File: src/rtl/bpu_pht_ctrl_pkg.sv
// -----------------------------------------------------------------------------
// bpu_pkg
// Shared definitions for the PHT controller slice:
//   - 2-bit saturating counter encodings (SNT/WNT/WT/ST)
//   - sat_ctr(): saturating counter update
//   - upd_entry_t: one queued counter update {index, old_ctr, taken}
//   - pht_state_t: controller states (init sweep / normal run)
// upd_entry_t carries a fixed-width index field of UPD_IDX_MAX_W bits. Users
// with a narrower index zero-extend on write and slice on read, so the
// controller supports any IDX_W up to UPD_IDX_MAX_W.
// -----------------------------------------------------------------------------
package bpu_pkg;

    localparam logic [1:0] SNT = 2'b00;
    localparam logic [1:0] WNT = 2'b01;
    localparam logic [1:0] WT  = 2'b10;
    localparam logic [1:0] ST  = 2'b11;

    localparam int UPD_IDX_MAX_W = 16;

    typedef struct packed {
        logic [UPD_IDX_MAX_W-1:0] index;
        logic [1:0]               old_ctr;
        logic                     taken;
    } upd_entry_t;

    typedef enum logic {
        PHT_INIT = 1'b0,
        PHT_RUN  = 1'b1
    } pht_state_t;

    // Taken moves toward ST, not-taken toward SNT, clamped at both ends.
    function automatic logic [1:0] sat_ctr(input logic [1:0] ctr, input logic taken);
        logic [1:0] res;
        if (taken) begin
            if (ctr == ST) res = ST;
            else           res = ctr + 2'b01;
        end else begin
            if (ctr == SNT) res = SNT;
            else            res = ctr - 2'b01;
        end
        return res;
    endfunction

endpackage

File: src/rtl/bpu_pht_ctrl_upd_fifo.sv
// -----------------------------------------------------------------------------
// bpu_upd_fifo
// Synchronous FIFO of pending PHT counter updates.
// Ports:
//   clk, rst         clock, synchronous active-high reset (empties the queue)
//   push, din        enqueue din (caller guarantees not full)
//   pop              dequeue head (caller guarantees not empty)
//   full, empty      occupancy flags
//   count            number of valid entries
//   head             oldest entry
//   entries[k]       entries in queue order: entries[0] is the head,
//                    entries[count-1] the newest; slots k >= count are stale
// -----------------------------------------------------------------------------
module bpu_upd_fifo
    import bpu_pkg::*;
#(
    parameter  int DEPTH = 4,
    localparam int PTR_W = $clog2(DEPTH),
    localparam int CNT_W = PTR_W + 1
) (
    input  logic             clk,
    input  logic             rst,
    input  logic             push,
    input  logic             pop,
    input  upd_entry_t       din,
    output logic             full,
    output logic             empty,
    output logic [CNT_W-1:0] count,
    output upd_entry_t       head,
    output upd_entry_t       entries [DEPTH]
);

    upd_entry_t       mem_r [DEPTH];
    logic [PTR_W-1:0] rd_ptr_r;
    logic [PTR_W-1:0] wr_ptr_r;
    logic [CNT_W-1:0] count_r;

    // Entry storage; contents need no reset because count_r qualifies them.
    always_ff @(posedge clk) begin
        if (push && !rst) begin
            mem_r[wr_ptr_r] <= din;
        end
    end

    // Pointers and occupancy; pointers wrap naturally since DEPTH is 2^PTR_W.
    always_ff @(posedge clk) begin
        if (rst) begin
            rd_ptr_r <= '0;
            wr_ptr_r <= '0;
            count_r  <= '0;
        end else begin
            if (push) wr_ptr_r <= wr_ptr_r + PTR_W'(1);
            if (pop)  rd_ptr_r <= rd_ptr_r + PTR_W'(1);
            case ({push, pop})
                2'b10:   count_r <= count_r + CNT_W'(1);
                2'b01:   count_r <= count_r - CNT_W'(1);
                default: count_r <= count_r;
            endcase
        end
    end

    // Status flags and queue-ordered view of the storage.
    always_comb begin
        full  = (count_r == CNT_W'(DEPTH));
        empty = (count_r == CNT_W'(0));
        count = count_r;
        head  = mem_r[rd_ptr_r];
        for (int k = 0; k < DEPTH; k++) begin
            entries[k] = mem_r[rd_ptr_r + PTR_W'(k)];
        end
    end

endmodule

File: src/rtl/bpu_pht_ctrl.sv
// -----------------------------------------------------------------------------
// bpu_pht_ctrl
// Controller/arbiter for a single-port PHT RAM of 2-bit saturating counters.
// After reset it sweeps every entry to INIT_CTR (one write per cycle), then
// shares the RAM port between fetch lookups (reads) and queued branch-
// resolution updates (writes). Lookups win unless the update queue is full or
// its head has been denied MAX_WAIT-1 cycles, in which case the head is forced.
// Optional build macro: BPU_PHT_BYPASS_EN forwards the newest queued update
// for a looked-up index into the lookup response instead of the stale RAM data.
// Ports:
//   clk, rst                      clock, synchronous active-high reset
//   lk_valid/lk_index/lk_ready    lookup request / accepted this cycle
//   lk_rvalid/lk_ctr              lookup response, one cycle after acceptance
//   up_valid/up_index/up_old_ctr/up_taken/up_ready   update enqueue
//   init_busy                     init sweep in progress (or in reset)
//   mem_en/mem_we/mem_addr/mem_wdata/mem_rdata       PHT RAM port
// -----------------------------------------------------------------------------
module bpu_pht_ctrl
    import bpu_pkg::*;
#(
    parameter int         IDX_W      = 10,
    parameter int         FIFO_DEPTH = 4,
    parameter int         MAX_WAIT   = 8,
    parameter logic [1:0] INIT_CTR   = 2'b10
) (
    input  logic             clk,
    input  logic             rst,
    input  logic             lk_valid,
    input  logic [IDX_W-1:0] lk_index,
    output logic             lk_ready,
    output logic             lk_rvalid,
    output logic [1:0]       lk_ctr,
    input  logic             up_valid,
    input  logic [IDX_W-1:0] up_index,
    input  logic [1:0]       up_old_ctr,
    input  logic             up_taken,
    output logic             up_ready,
    output logic             init_busy,
    output logic             mem_en,
    output logic             mem_we,
    output logic [IDX_W-1:0] mem_addr,
    output logic [1:0]       mem_wdata,
    input  logic [1:0]       mem_rdata
);

    localparam int              WAIT_W   = (MAX_WAIT > 1) ? $clog2(MAX_WAIT) : 1;
    localparam logic [WAIT_W-1:0] WAIT_MAX = WAIT_W'(MAX_WAIT - 1);
    localparam int              CNT_W    = $clog2(FIFO_DEPTH) + 1;

    pht_state_t        state_r, state_next;
    logic [IDX_W-1:0]  ptr_r, ptr_next;
    logic [WAIT_W-1:0] wait_r, wait_next;
    logic              lk_rvalid_r;
    logic              grant;
    logic              rd_req;
    logic              force_wr;

    logic              fifo_full;
    logic              fifo_empty;
    logic [CNT_W-1:0]  fifo_count;
    upd_entry_t        fifo_head;
    upd_entry_t        fifo_entries [FIFO_DEPTH];
    upd_entry_t        fifo_din;
    logic              unused_fold;

    assign fifo_din = '{index: UPD_IDX_MAX_W'(up_index), old_ctr: up_old_ctr, taken: up_taken};

    bpu_upd_fifo #(.DEPTH(FIFO_DEPTH)) u_fifo (
        .clk     (clk),
        .rst     (rst),
        .push    (up_valid && up_ready),
        .pop     (grant),
        .din     (fifo_din),
        .full    (fifo_full),
        .empty   (fifo_empty),
        .count   (fifo_count),
        .head    (fifo_head),
        .entries (fifo_entries)
    );

    // State, sweep pointer, starvation counter and response-valid registers.
    always_ff @(posedge clk) begin
        if (rst) begin
            state_r     <= PHT_INIT;
            ptr_r       <= '0;
            wait_r      <= '0;
            lk_rvalid_r <= 1'b0;
        end else begin
            state_r     <= state_next;
            ptr_r       <= ptr_next;
            wait_r      <= wait_next;
            lk_rvalid_r <= rd_req;
        end
    end

    // Next state, port arbitration and RAM drive; all outputs idle in reset.
    always_comb begin
        state_next = state_r;
        ptr_next   = ptr_r;
        wait_next  = '0;
        grant      = 1'b0;
        rd_req     = 1'b0;
        lk_ready   = 1'b0;
        up_ready   = 1'b0;
        init_busy  = 1'b0;
        mem_en     = 1'b0;
        mem_we     = 1'b0;
        mem_addr   = '0;
        mem_wdata  = 2'b00;
        // Full implies non-empty, so force_wr always has a head to write.
        force_wr   = fifo_full || (!fifo_empty && (wait_r == WAIT_MAX));
        if (rst) begin
            init_busy = 1'b1;
        end else begin
            case (state_r)
                PHT_INIT: begin
                    init_busy = 1'b1;
                    mem_en    = 1'b1;
                    mem_we    = 1'b1;
                    mem_addr  = ptr_r;
                    mem_wdata = INIT_CTR;
                    ptr_next  = ptr_r + IDX_W'(1);
                    if (ptr_r == {IDX_W{1'b1}}) state_next = PHT_RUN;
                    else                        state_next = PHT_INIT;
                end
                PHT_RUN: begin
                    // No pass-through when full: a pop this cycle does not open a slot.
                    up_ready = !fifo_full;
                    if (force_wr)         grant  = 1'b1;
                    else if (lk_valid)    rd_req = 1'b1;
                    else if (!fifo_empty) grant  = 1'b1;
                    else                  grant  = 1'b0;

                    if (grant) begin
                        mem_en    = 1'b1;
                        mem_we    = 1'b1;
                        mem_addr  = fifo_head.index[IDX_W-1:0];
                        mem_wdata = sat_ctr(fifo_head.old_ctr, fifo_head.taken);
                    end else if (rd_req) begin
                        lk_ready  = 1'b1;
                        mem_en    = 1'b1;
                        mem_addr  = lk_index;
                    end else begin
                        mem_en    = 1'b0;
                    end

                    if (!fifo_empty && !grant) begin
                        if (wait_r == WAIT_MAX) wait_next = wait_r;
                        else                    wait_next = wait_r + WAIT_W'(1);
                    end else begin
                        wait_next = '0;
                    end
                end
                default: begin
                    state_next = PHT_INIT;
                    ptr_next   = '0;
                end
            endcase
        end
    end

    // Fold of FIFO fields not otherwise consumed (upper index bits, count).
    always_comb begin
        unused_fold = (^fifo_head) ^ (^fifo_count);
        for (int k = 0; k < FIFO_DEPTH; k++) begin
            unused_fold = unused_fold ^ (^fifo_entries[k]);
        end
    end

`ifdef BPU_PHT_BYPASS_EN
    logic       byp_hit_s, byp_hit_r;
    logic [1:0] byp_ctr_s, byp_ctr_r;

    // Newest matching queued update wins: later queue positions override earlier.
    always_comb begin
        byp_hit_s = 1'b0;
        byp_ctr_s = 2'b00;
        for (int k = 0; k < FIFO_DEPTH; k++) begin
            if ((CNT_W'(k) < fifo_count) &&
                (fifo_entries[k].index[IDX_W-1:0] == lk_index)) begin
                byp_hit_s = 1'b1;
                byp_ctr_s = sat_ctr(fifo_entries[k].old_ctr, fifo_entries[k].taken);
            end else begin
                byp_hit_s = byp_hit_s;
            end
        end
    end

    // Capture the forwarded value alongside the RAM read it replaces.
    always_ff @(posedge clk) begin
        if (rst) begin
            byp_hit_r <= 1'b0;
            byp_ctr_r <= 2'b00;
        end else if (rd_req) begin
            byp_hit_r <= byp_hit_s;
            byp_ctr_r <= byp_ctr_s;
        end else begin
            byp_hit_r <= 1'b0;
            byp_ctr_r <= 2'b00;
        end
    end
`endif

    // Lookup response; a response pending across a reset is dropped.
    always_comb begin
        lk_rvalid = lk_rvalid_r && !rst;
        if (lk_rvalid) begin
`ifdef BPU_PHT_BYPASS_EN
            if (byp_hit_r) lk_ctr = byp_ctr_r;
            else           lk_ctr = mem_rdata;
`else
            lk_ctr = mem_rdata;
`endif
        end else begin
            lk_ctr = 2'b00;
        end
    end

endmodule
File: config.mk
export PLATFORM = sky130hd
export DESIGN_NAME = bpu_pht_ctrl
export DESIGN_NICKNAME = d
export VERILOG_FILES = /design/src/rtl/bpu_pht_ctrl_pkg.sv /design/src/rtl/bpu_pht_ctrl_upd_fifo.sv /design/src/rtl/bpu_pht_ctrl.sv
export SDC_FILE = /design/constraint.sdc
export NUM_CORES = 1
export LEC_CHECK = 0
export CAP_MARGIN = 20
export CELL_PAD_IN_SITES_DETAIL_PLACEMENT = 0
export CELL_PAD_IN_SITES_GLOBAL_PLACEMENT = 1
export CORE_ASPECT_RATIO = 0.75
export CORE_MARGIN = 2
export CORE_UTILIZATION = 24
export CTS_CLUSTER_SIZE = 14
export DETAILED_ROUTE_END_ITERATION = 6
export PLACE_DENSITY = 0.46
export SYNTH_ARGS = -nofsm -noshare
export SYNTH_HDL_FRONTEND = slang
export SYNTH_SLANG_ARGS = --single-unit
File: constraint.sdc
create_clock -name clk -period 3.4 [get_ports clk]
set_input_delay 0.68 -clock clk [delete_from_list [all_inputs] [get_ports clk]]
set_output_delay 0.68 -clock clk [all_outputs]
set_load 0.02 [all_outputs]
==> results of run 1 <==
worst max-delay path by stage:
stage                           end  slack (ps)  cells after the start
detailed placement      mem_addr[1]        -110                      7
global placement        mem_addr[1]         -90                      7
finish                  mem_addr[3]         200                      7
global route            mem_addr[3]          30                      7
floorplan           u_fifo.count[2]         860                     10
CTS                     mem_addr[7]           4                      7
Yosys cell counts, types with 2 or more instances:
library cell / count
a211oi_1: 10
a21oi_1: 5
a22oi_1: 10
and2_1: 7
and3_1: 6
buf_2: 4
clkbuf_1: 5
dfxtp_1: 24
edfxtp_1: 52
ha_1: 8
inv_1: 8
mux2i_1: 2
mux4_2: 13
nand2_1: 3
nand3_1: 2
nand4_1: 2
nor2_1: 34
nor2b_1: 3
o21ai_0: 3
or3_1: 2
xnor2_1: 4
xor2_1: 10
cells by family after synthesis:
group / count (synthesis) / synth area share, %
flip-flops: 76 / 62.60
AND/OR/NAND/NOR: 65 / 9.897
AO/OA/AOI/OAI: 33 / 7.020
buffers and inverters: 20 / 2.800
multiplexers: 15 / 9.590
XOR/XNOR: 14 / 3.759
adder cells (fa/ha/maj): 11 / 4.335
report_power, final:
group | switching (mW) | total (mW) | internal, mW
registers | 0.00371 | 0.993 | 0.989
clock network | 0.379 | 1.03 | 0.650
logic | 0.0365 | 0.0810 | 0.0445
total | 0.419 | 2.10 | 1.68
registers in the layout (all words and copies together), names as in the netlist, named ones only:
register         count
u_fifo.rd_ptr_r      2
lk_rvalid_r          1
u_fifo.mem_r        52
wait_r               3
ptr_r               10
u_fifo.wr_ptr_r      2
state_r              1
u_fifo.count         3
through the flow:
stage | TNS [ps] | power, mW
floorplan | 0 | 1.040
global placement | -171.1 | 1.095
detailed placement | -206.2 | 1.096
CTS | 0 | 2.139
global route | 0 | 2.189
finish | 0 | 2.103
per-layer routing:
layer	vias to the layer above	track usage (%)	share of wire (%)
li1	993	-	-
met5	-	0	0
met4	0	3.030	1.0
met1	955	16.12	52
met3	7	3.666	4.1
met2	50	16.05	42
worst max-delay path: cells and delay by family, from the launching register on:
kind / cells / cell delay (ps)
buffers and inverters: 1 / 640
AND/OR/NAND/NOR: 1 / 340
AO/OA/AOI/OAI: 3 / 480
flip-flops: 1 / 320
adder cells (fa/ha/maj): 2 / 390
area by class of cell:
cell class | instances | area (um^2) | area share, %
tap | 171 | 214.0 | 4.951
multi-input combinational | 138 | 1130 | 26.14
clock buffer | 10 | 229.0 | 5.298
timing repair buffer | 61 | 580.6 | 13.43
clock inverter | 6 | 95.09 | 2.200
sequential | 76 | 2043 | 47.28
inverter | 8 | 30.03 | 0.6948
==> flow_summary.ini, run 1 <==
[outcome]
outcome = completed

[setup_path]
r2r_slack_ps = 800
cp.arrival_ps = 2520
critPathMostFrequentCell = ha_1
worstPathRequired_ps = 2720
crit_type = register to output port
reg2reg_from = wait_r[0]
endpoint_kind = output port
slowest_delay_ps = 640
reg2reg_to = u_fifo.count[2]
crit_path_start_kind = register
r2r.worst_path.cells = 12
cp_max_fo = 10
crit_chain = ha_1 > ha_1 > o21ai_0 > and3_2 > a22oi_1 > a211oi_1 > clkdlybuf4s50_1
cpMaxStageDelayCell = clkdlybuf4s50_1
crit_start = wait_r[0]

[placed_design]
place_area_um2 = 3993
dp.cells = 454
hpwlAfterDp_um = 5379
routabilityCongestion = 0.6969
io_buffer_count = 48
pre_cts_slack_ps = -113.5

[power]
ir_drop_v = 0.0003179
power.density_nw_per_um2 = 486.7
p_leak_nw = 1.509

[sta]
fin_ws_ps = 195.4
hold_viol_final = 0
period_share_pct = 94.25
rsz0062_at_grt = no
clock_skew_ps = 9.621
holdWs_ps = 442.1
setup_viol = 0
tightestPinTransition_ps = 365.0
layout_min_cycle_time_ps = 3205
slew_headroom_pct = 75.67
maxSlewViolCount = 0
max_freq_ghz = 0.3121

[routing]
drt_iter0_drc = 46
routed_via_density = 4.266
ant_nets = 0
drtPass1Iterations = 4
vias = 2005
drc = 0
routed_wl_um = 7711
wl_per_cell_um = 16.41

[logic_synthesis]
netlist_area_um2 = 3262
ys_ff_latch = 76
synth-main-ff-cell = edfxtp_1
async_reset_ff_share_pct = 0
synth_area_leaders = edfxtp_1 48%, dfxtp_1 15%, mux4_2 9.0%, nor2_1 3.9%, ha_1 3.1%
synth_warnings = 0
syn_avg_cell_area_um2 = 13.94
yosys.cell_types.count = 39
yosysSeqAreaShare_pct = 62.60
syn_inst = 234
synth_edf_count = 52
synth_area_leader_cell = edfxtp_1
synth_nets = 272
netlist.area_leader.share_pct = 47.87

[die]
pin_count = 49
dieArea_um2 = 14550
die_w_um = 138.6
coreArea_um2 = 13110
fp-row-count = 36
fp.dieH_um = 105.0
initial_core_util_pct = 24.89

[cells_and_area]
final_common_cell = edfxtp_1
fin_nets = 332
instances_no_fill = 470
fillers = 1289
diodes = 0
utilization_pct = 32.97
stdcell_area_um2 = 4322
drive_gt1_share_pct = 14.72
final_cell_mix = 52 x edfxtp_1, 41 x clkdlybuf4s50_1, 34 x nor2_1
syn_to_final_growth_pct = 32.49

[min_path]
whs_path_depth = 1
hold_start = wait_r[0]
hold_end = wait_r[0]
hold_path_class = register to register

[global_route]
grt_max_degree = 34
grt.total_usage_pct = 11.18
grt_pass1_wl_um = 12160
antenna_found_initial = 0
grt_pass1_vias = 2021
grt.overflow.total = 0

[clock_tree]
post-cts-setup-buffers = 0
clkTransAtPathRegs_ps = 60
cts.repair.resized = 5
clock_sinks = 76
cts_root_buf = clkbuf_16
hold_buffers = 0
cts_max_level = 3
tritoncts = built
insertion_delay_ps = 330
cts_buffers = 9
cts.path.max_buffers = 2

[run]
max_cap_violations = 0
Note: power is estimated with default switching activity, not from simulation.
==> run 2: changes to the inputs <==
--- a/config.mk
+++ b/config.mk
@@ -5,6 +5,7 @@
 export SDC_FILE = /design/constraint.sdc
 export NUM_CORES = 1
 export LEC_CHECK = 0
+export ABC_AREA = 1
 export CAP_MARGIN = 20
 export CELL_PAD_IN_SITES_DETAIL_PLACEMENT = 0
 export CELL_PAD_IN_SITES_GLOBAL_PLACEMENT = 1
@@ -13,7 +14,8 @@
 export CORE_UTILIZATION = 24
 export CTS_CLUSTER_SIZE = 14
 export DETAILED_ROUTE_END_ITERATION = 6
-export PLACE_DENSITY = 0.46
+export GPL_ROUTABILITY_DRIVEN = 1
+export PLACE_DENSITY = 0.48
 export SYNTH_ARGS = -nofsm -noshare
 export SYNTH_HDL_FRONTEND = slang
 export SYNTH_SLANG_ARGS = --single-unit
==> run 2 against run 1 <==
Net effect:
- non-clock buffer count up 8
- global-route usage up 1.9 points
- clock power about the same
- via count up 35%
- die area up 8.3%
- synthesized cell count up 54%
- largest cell class unchanged
==> flow_summary.ini, run 2 <==
[logic_synthesis]
synth_area_leader_cell = edfxtp_1
netlist_area_um2 = 3543
netlist.area_leader.share_pct = 44.07
synth_area_leaders = edfxtp_1 44%, dfxtp_1 14%, nand2_1 9.1%, nand3_1 4.1%, a21oi_2 3.7%
synth_edf_count = 52
async_reset_ff_share_pct = 0
synth_nets = 399
synth_common_cells = 86 x nand2_1, 52 x edfxtp_1, 29 x nand3_1
synth-main-ff-cell = edfxtp_1
syn_avg_cell_area_um2 = 9.816
synth_warnings = 0
yosysMostFrequentCell = nand2_1
yosysSeqAreaShare_pct = 57.63
syn_inst = 361
yosys.cell_types.count = 32
ys_ff_latch = 76

[power]
power.density_nw_per_um2 = 453.4
p_leak_nw = 1.704
ir_drop_v = 0.0002804

[routing]
ant_nets = 0
drc = 0
drtPass1Iterations = 4
wl_per_cell_um = 15.36
drt_iter0_drc = 93
routed_wl_um = 9723
vias = 2707
routed_via_density = 4.276

[sta]
setup_viol = 0
holdWs_ps = 420.2
rsz0062_at_grt = no
max_freq_ghz = 0.3087
hold_viol_final = 0
tightestPinTransition_ps = 531.0
maxSlewViolCount = 0
slew_headroom_pct = 64.55
fin_tns_setup_ps = 0
clock_skew_ps = 4.094
layout_min_cycle_time_ps = 3240
period_share_pct = 95.28

[cells_and_area]
syn_to_final_growth_pct = 32.06
diodes = 0
final_common_cell = nand2_1
fin_nets = 466
drive_gt1_share_pct = 15.24
regMostFlops = u_fifo.mem_r
fillers = 1525
reg_top3 = u_fifo.mem_r (52), ptr_r (10)
largest_reg_flops = 52
final_cell_mix = 86 x nand2_1, 52 x edfxtp_1, 48 x clkdlybuf4s50_1

[outcome]
outcome = completed

[clock_tree]
cts_buffers = 9
cts_max_level = 3
clock_sinks = 76
tritoncts = built
insertion_delay_ps = 330
post-cts-setup-buffers = 0
cts_root_buf = clkbuf_16
clkTransAtPathRegs_ps = 60
cts.repair.resized = 0
cts.path.max_buffers = 2
hold_buffers = 0

[setup_path]
worstPathRequired_ps = 2720
r2r_slack_ps = 960
cp.arrival_ps = 2560
crit_start = lk_valid
cpMaxStageDelayCell = clkdlybuf4s50_1
path_delay_family = buffers and inverters
endpoint_kind = output port
slowest_delay_ps = 620
cp_max_fo = 5
path_buf_inv = 4
crit_path_start_kind = input pin
crit_type = input pin to output port
reg2reg_from = wait_r[0]
crit_chain = clkdlybuf4s50_1 > inv_1 > o21ai_4 > buf_4 > a21oi_2 > a21oi_2 > clkdlybuf4s50_1

[global_route]
antenna_found_initial = 0
grt_pass1_wl_um = 15250
grt_max_degree = 29
grt.overflow.total = 0
grt.total_usage_pct = 13.04
grt_pass1_vias = 2682

[min_path]
hold_start = wait_r[0]
hold_path_class = register to register

[die]
fp-row-count = 38
dieArea_um2 = 15760
coreArea_um2 = 14450
initial_core_util_pct = 24.52
die_w_um = 144.3
fp.dieH_um = 109.2
pin_count = 49

[placed_design]
routabilityCongestion = 0.7557
hpwlAfterDp_um = 7054
io_buffer_count = 48

[run]
max_cap_violations = 0
==> run 2: worst paths after layout <==
check                                  endpoint  depth (start not counted)
worst max-delay path                mem_addr[5]                          7
worst min-delay path                  wait_r[0]                          1
worst max register to register  u_fifo.count[2]                         13
worst min register to register        wait_r[0]                          1
==> run 2: where the power goes <==
group / total (mW) / internal [mW] / switching (mW)
sequential: 0.992 / 0.989 / 0.00305
clock: 1.04 / 0.651 / 0.392
combinational: 0.0872 / 0.0471 / 0.0401
==> run 2: kinds of logic (layout without fill, tap and decap cells) <==
| family | after synthesis | in the layout | share of synthesized area (%) |
|---|---|---|---|
| AND/OR/NAND/NOR | 166 | 166 | 21.40 |
| flip-flops | 76 | 76 | 57.63 |
| AO/OA/AOI/OAI | 66 | 66 | 11.65 |
| buffers and inverters | 43 | 115 | 5.685 |
| adder cells (fa/ha/maj) | 9 | 9 | 3.390 |
| XOR/XNOR | 1 | 1 | 0.2472 |
==> run 2: per-layer routing <==
layer / track usage (%) / wire length, um / up-vias
li1: - / - / 1374
met1: 18.19 / 5012 / 1272
met2: 19.87 / 4217 / 49
met3: 3.338 / 361 / 12
met4: 4.022 / 133 / 0
met5: 0 / 0 / -
==> run 2: through the flow <==
step	worst slack, ps	power (mW)	cell area [um^2]	util, %	cells
global route	97.58	2.193	4679	32.38	633
floorplan	1006	1.039	3543	-	361
CTS	159.0	2.155	4679	32.38	633
detailed placement	167.2	1.100	4355	30.13	617
finish	160.3	2.121	4679	32.38	633
global placement	150.9	1.099	4355	30.13	617
==> run 2: layout make-up <==
class	instances	area, um^2	share of cell area [%]
Clock buffer	10	229.0	4.893
Clock inverter	6	95.09	2.032
Inverter	30	112.6	2.406
Multi-Input combinational cell	242	1300	27.78
Sequential cell	76	2042	43.64
Tap cell	200	250.2	5.348
Timing Repair Buffer	69	650.6	13.90
==> run 3: changes to the inputs <==
--- a/config.mk
+++ b/config.mk
@@ -10,7 +10,7 @@
 export CELL_PAD_IN_SITES_DETAIL_PLACEMENT = 0
 export CELL_PAD_IN_SITES_GLOBAL_PLACEMENT = 1
 export CORE_ASPECT_RATIO = 0.75
-export CORE_MARGIN = 2
+export CORE_MARGIN = 4
 export CORE_UTILIZATION = 24
 export CTS_CLUSTER_SIZE = 14
 export DETAILED_ROUTE_END_ITERATION = 6
==> run 3 against run 2 <==
Net effect:
- critical path type unchanged
- largest cell class unchanged
- non-clock buffer count is 3 lower
- power down 6.4%
- die area rose by 6.5%
- first-iteration DRC count is 72% higher
- sequential power is essentially flat
- routed wire length about the same
- combinational power decreased by 0.6%
- register-to-register slack about the same
- hold slack better by 13 ps
- via count shrank 0.63%
- clock skew increased by 2.0 ps
==> flow_summary.ini, run 3 (same netlist as run 2, synthesis figures left out) <==
[outcome]
outcome = completed

[routing]
routed_wl_um = 9718
drc = 0
wl_per_cell_um = 15.43
routed_via_density = 4.270
drt_iter0_drc = 160
vias = 2690
ant_nets = 0
drtPass1Iterations = 5

[cells_and_area]
regMostFlops = u_fifo.mem_r
final_common_cell = nand2_1
fillers = 1533
diodes = 0
fin_nets = 463
final_cell_mix = 86 x nand2_1, 52 x edfxtp_1, 48 x clkdlybuf4s50_1
instances_no_fill = 630
syn_to_final_growth_pct = 30.26
reg_top3 = u_fifo.mem_r (52), ptr_r (10)
largest_reg_flops = 52
drive_gt1_share_pct = 14.88

[placed_design]
io_buffer_count = 48
hpwlAfterDp_um = 7033
pre_cts_slack_ps = 151.2
routabilityCongestion = 0.7803
dp.cells = 614

[sta]
fin_tns_setup_ps = 0
rsz0062_at_grt = no
setup_viol = 0
slew_headroom_pct = 66.15
clock_skew_ps = 6.108
layout_min_cycle_time_ps = 3254
fin_ws_ps = 145.7
period_share_pct = 95.71
maxSlewViolCount = 0
max_freq_ghz = 0.3073
hold_viol_final = 0
tightestPinTransition_ps = 507.0

[clock_tree]
insertion_delay_ps = 330
post-cts-setup-buffers = 0
cts_buffers = 9
cts.repair.resized = 0
cts.path.max_buffers = 2
clkTransAtPathRegs_ps = 60
cts_root_buf = clkbuf_16
cts_max_level = 3
hold_buffers = 0
tritoncts = built
clock_sinks = 76

[global_route]
grt.total_usage_pct = 12.29
antenna_found_initial = 0
grt_pass1_vias = 2747
grt_max_degree = 29
grt_pass1_wl_um = 15500
grt.overflow.total = 0

[setup_path]
cp_max_fo = 8
endpoint_kind = output port
cp.arrival_ps = 2570
crit_path_start_kind = input pin
crit_type = input pin to output port
r2r.worst_path.cells = 13
worstPathRequired_ps = 2720

[die]
dieArea_um2 = 16790
fp-row-count = 38
die_w_um = 148.3
pin_count = 49
fp.dieH_um = 113.2
initial_core_util_pct = 24.52
coreArea_um2 = 14450

[min_path]
hold_path_class = register to register
whs_path_depth = 1

[power]
power.density_nw_per_um2 = 430.1
p_leak_nw = 1.666
ir_drop_v = 0.0002230

[run]
max_cap_violations = 0
==> run 3: per-layer routing <==
| metal | vias up | global-route usage [%] | part of all wire [%] |
|---|---|---|---|
| li1 | 1363 | - | - |
| met1 | 1243 | 17.31 | 50 |
| met2 | 71 | 18.30 | 43 |
| met3 | 13 | 3.643 | 5.4 |
| met4 | 0 | 3.692 | 1.4 |
| met5 | - | 0 | 0 |
==> run 3: per-stage QoR <==
stage               hold WS (ps)  area [um^2]  utilization [%]  power, mW
floorplan                  399.2         3543                -      1.039
global placement           412.8         4333            29.98      1.099
detailed placement         428.1         4333            29.98      1.100
CTS                        436.7         4616            31.93      2.024
global route               453.4         4616            31.93      2.067
finish                     433.3         4616            31.93      1.985
==> run 3: path summary, 6_finish.rpt <==
path	startpoint	end	slack (ps)
setup / recovery	lk_valid	mem_addr[0]	150
setup reg to reg	wait_r[0]	u_fifo.count[2]	970
hold reg to reg	wait_r[0]	wait_r[0]	430
hold / removal	wait_r[0]	wait_r[0]	430
==> run 3: power by group <==
group          switching, mW  internal (mW)  leakage, nW  total (mW)
Clock                  0.402          0.505        0.135       0.907
Sequential           0.00281          0.989        0.661       0.992
Combinational         0.0396         0.0471        0.870      0.0867
Total                  0.444           1.54         1.67        1.99
==> run 3: cell type report <==
cell class	instances	area [um^2]	area share, %
clock inverter	7	57.56	1.247
inverter	30	112.6	2.440
tap	200	250.2	5.422
multi-input combinational	242	1300	28.16
timing repair buffer	66	628.1	13.61
clock buffer	9	225.2	4.879
sequential	76	2042	44.24
==> run 3: worst max-delay path, cell delays in order <==
cell and delay, ps:
clkdlybuf4s50_1 540, inv_1 100, o21ai_4 190, buf_12 150, a21oi_1 60, a21oi_1 200, clkdlybuf4s50_1 640
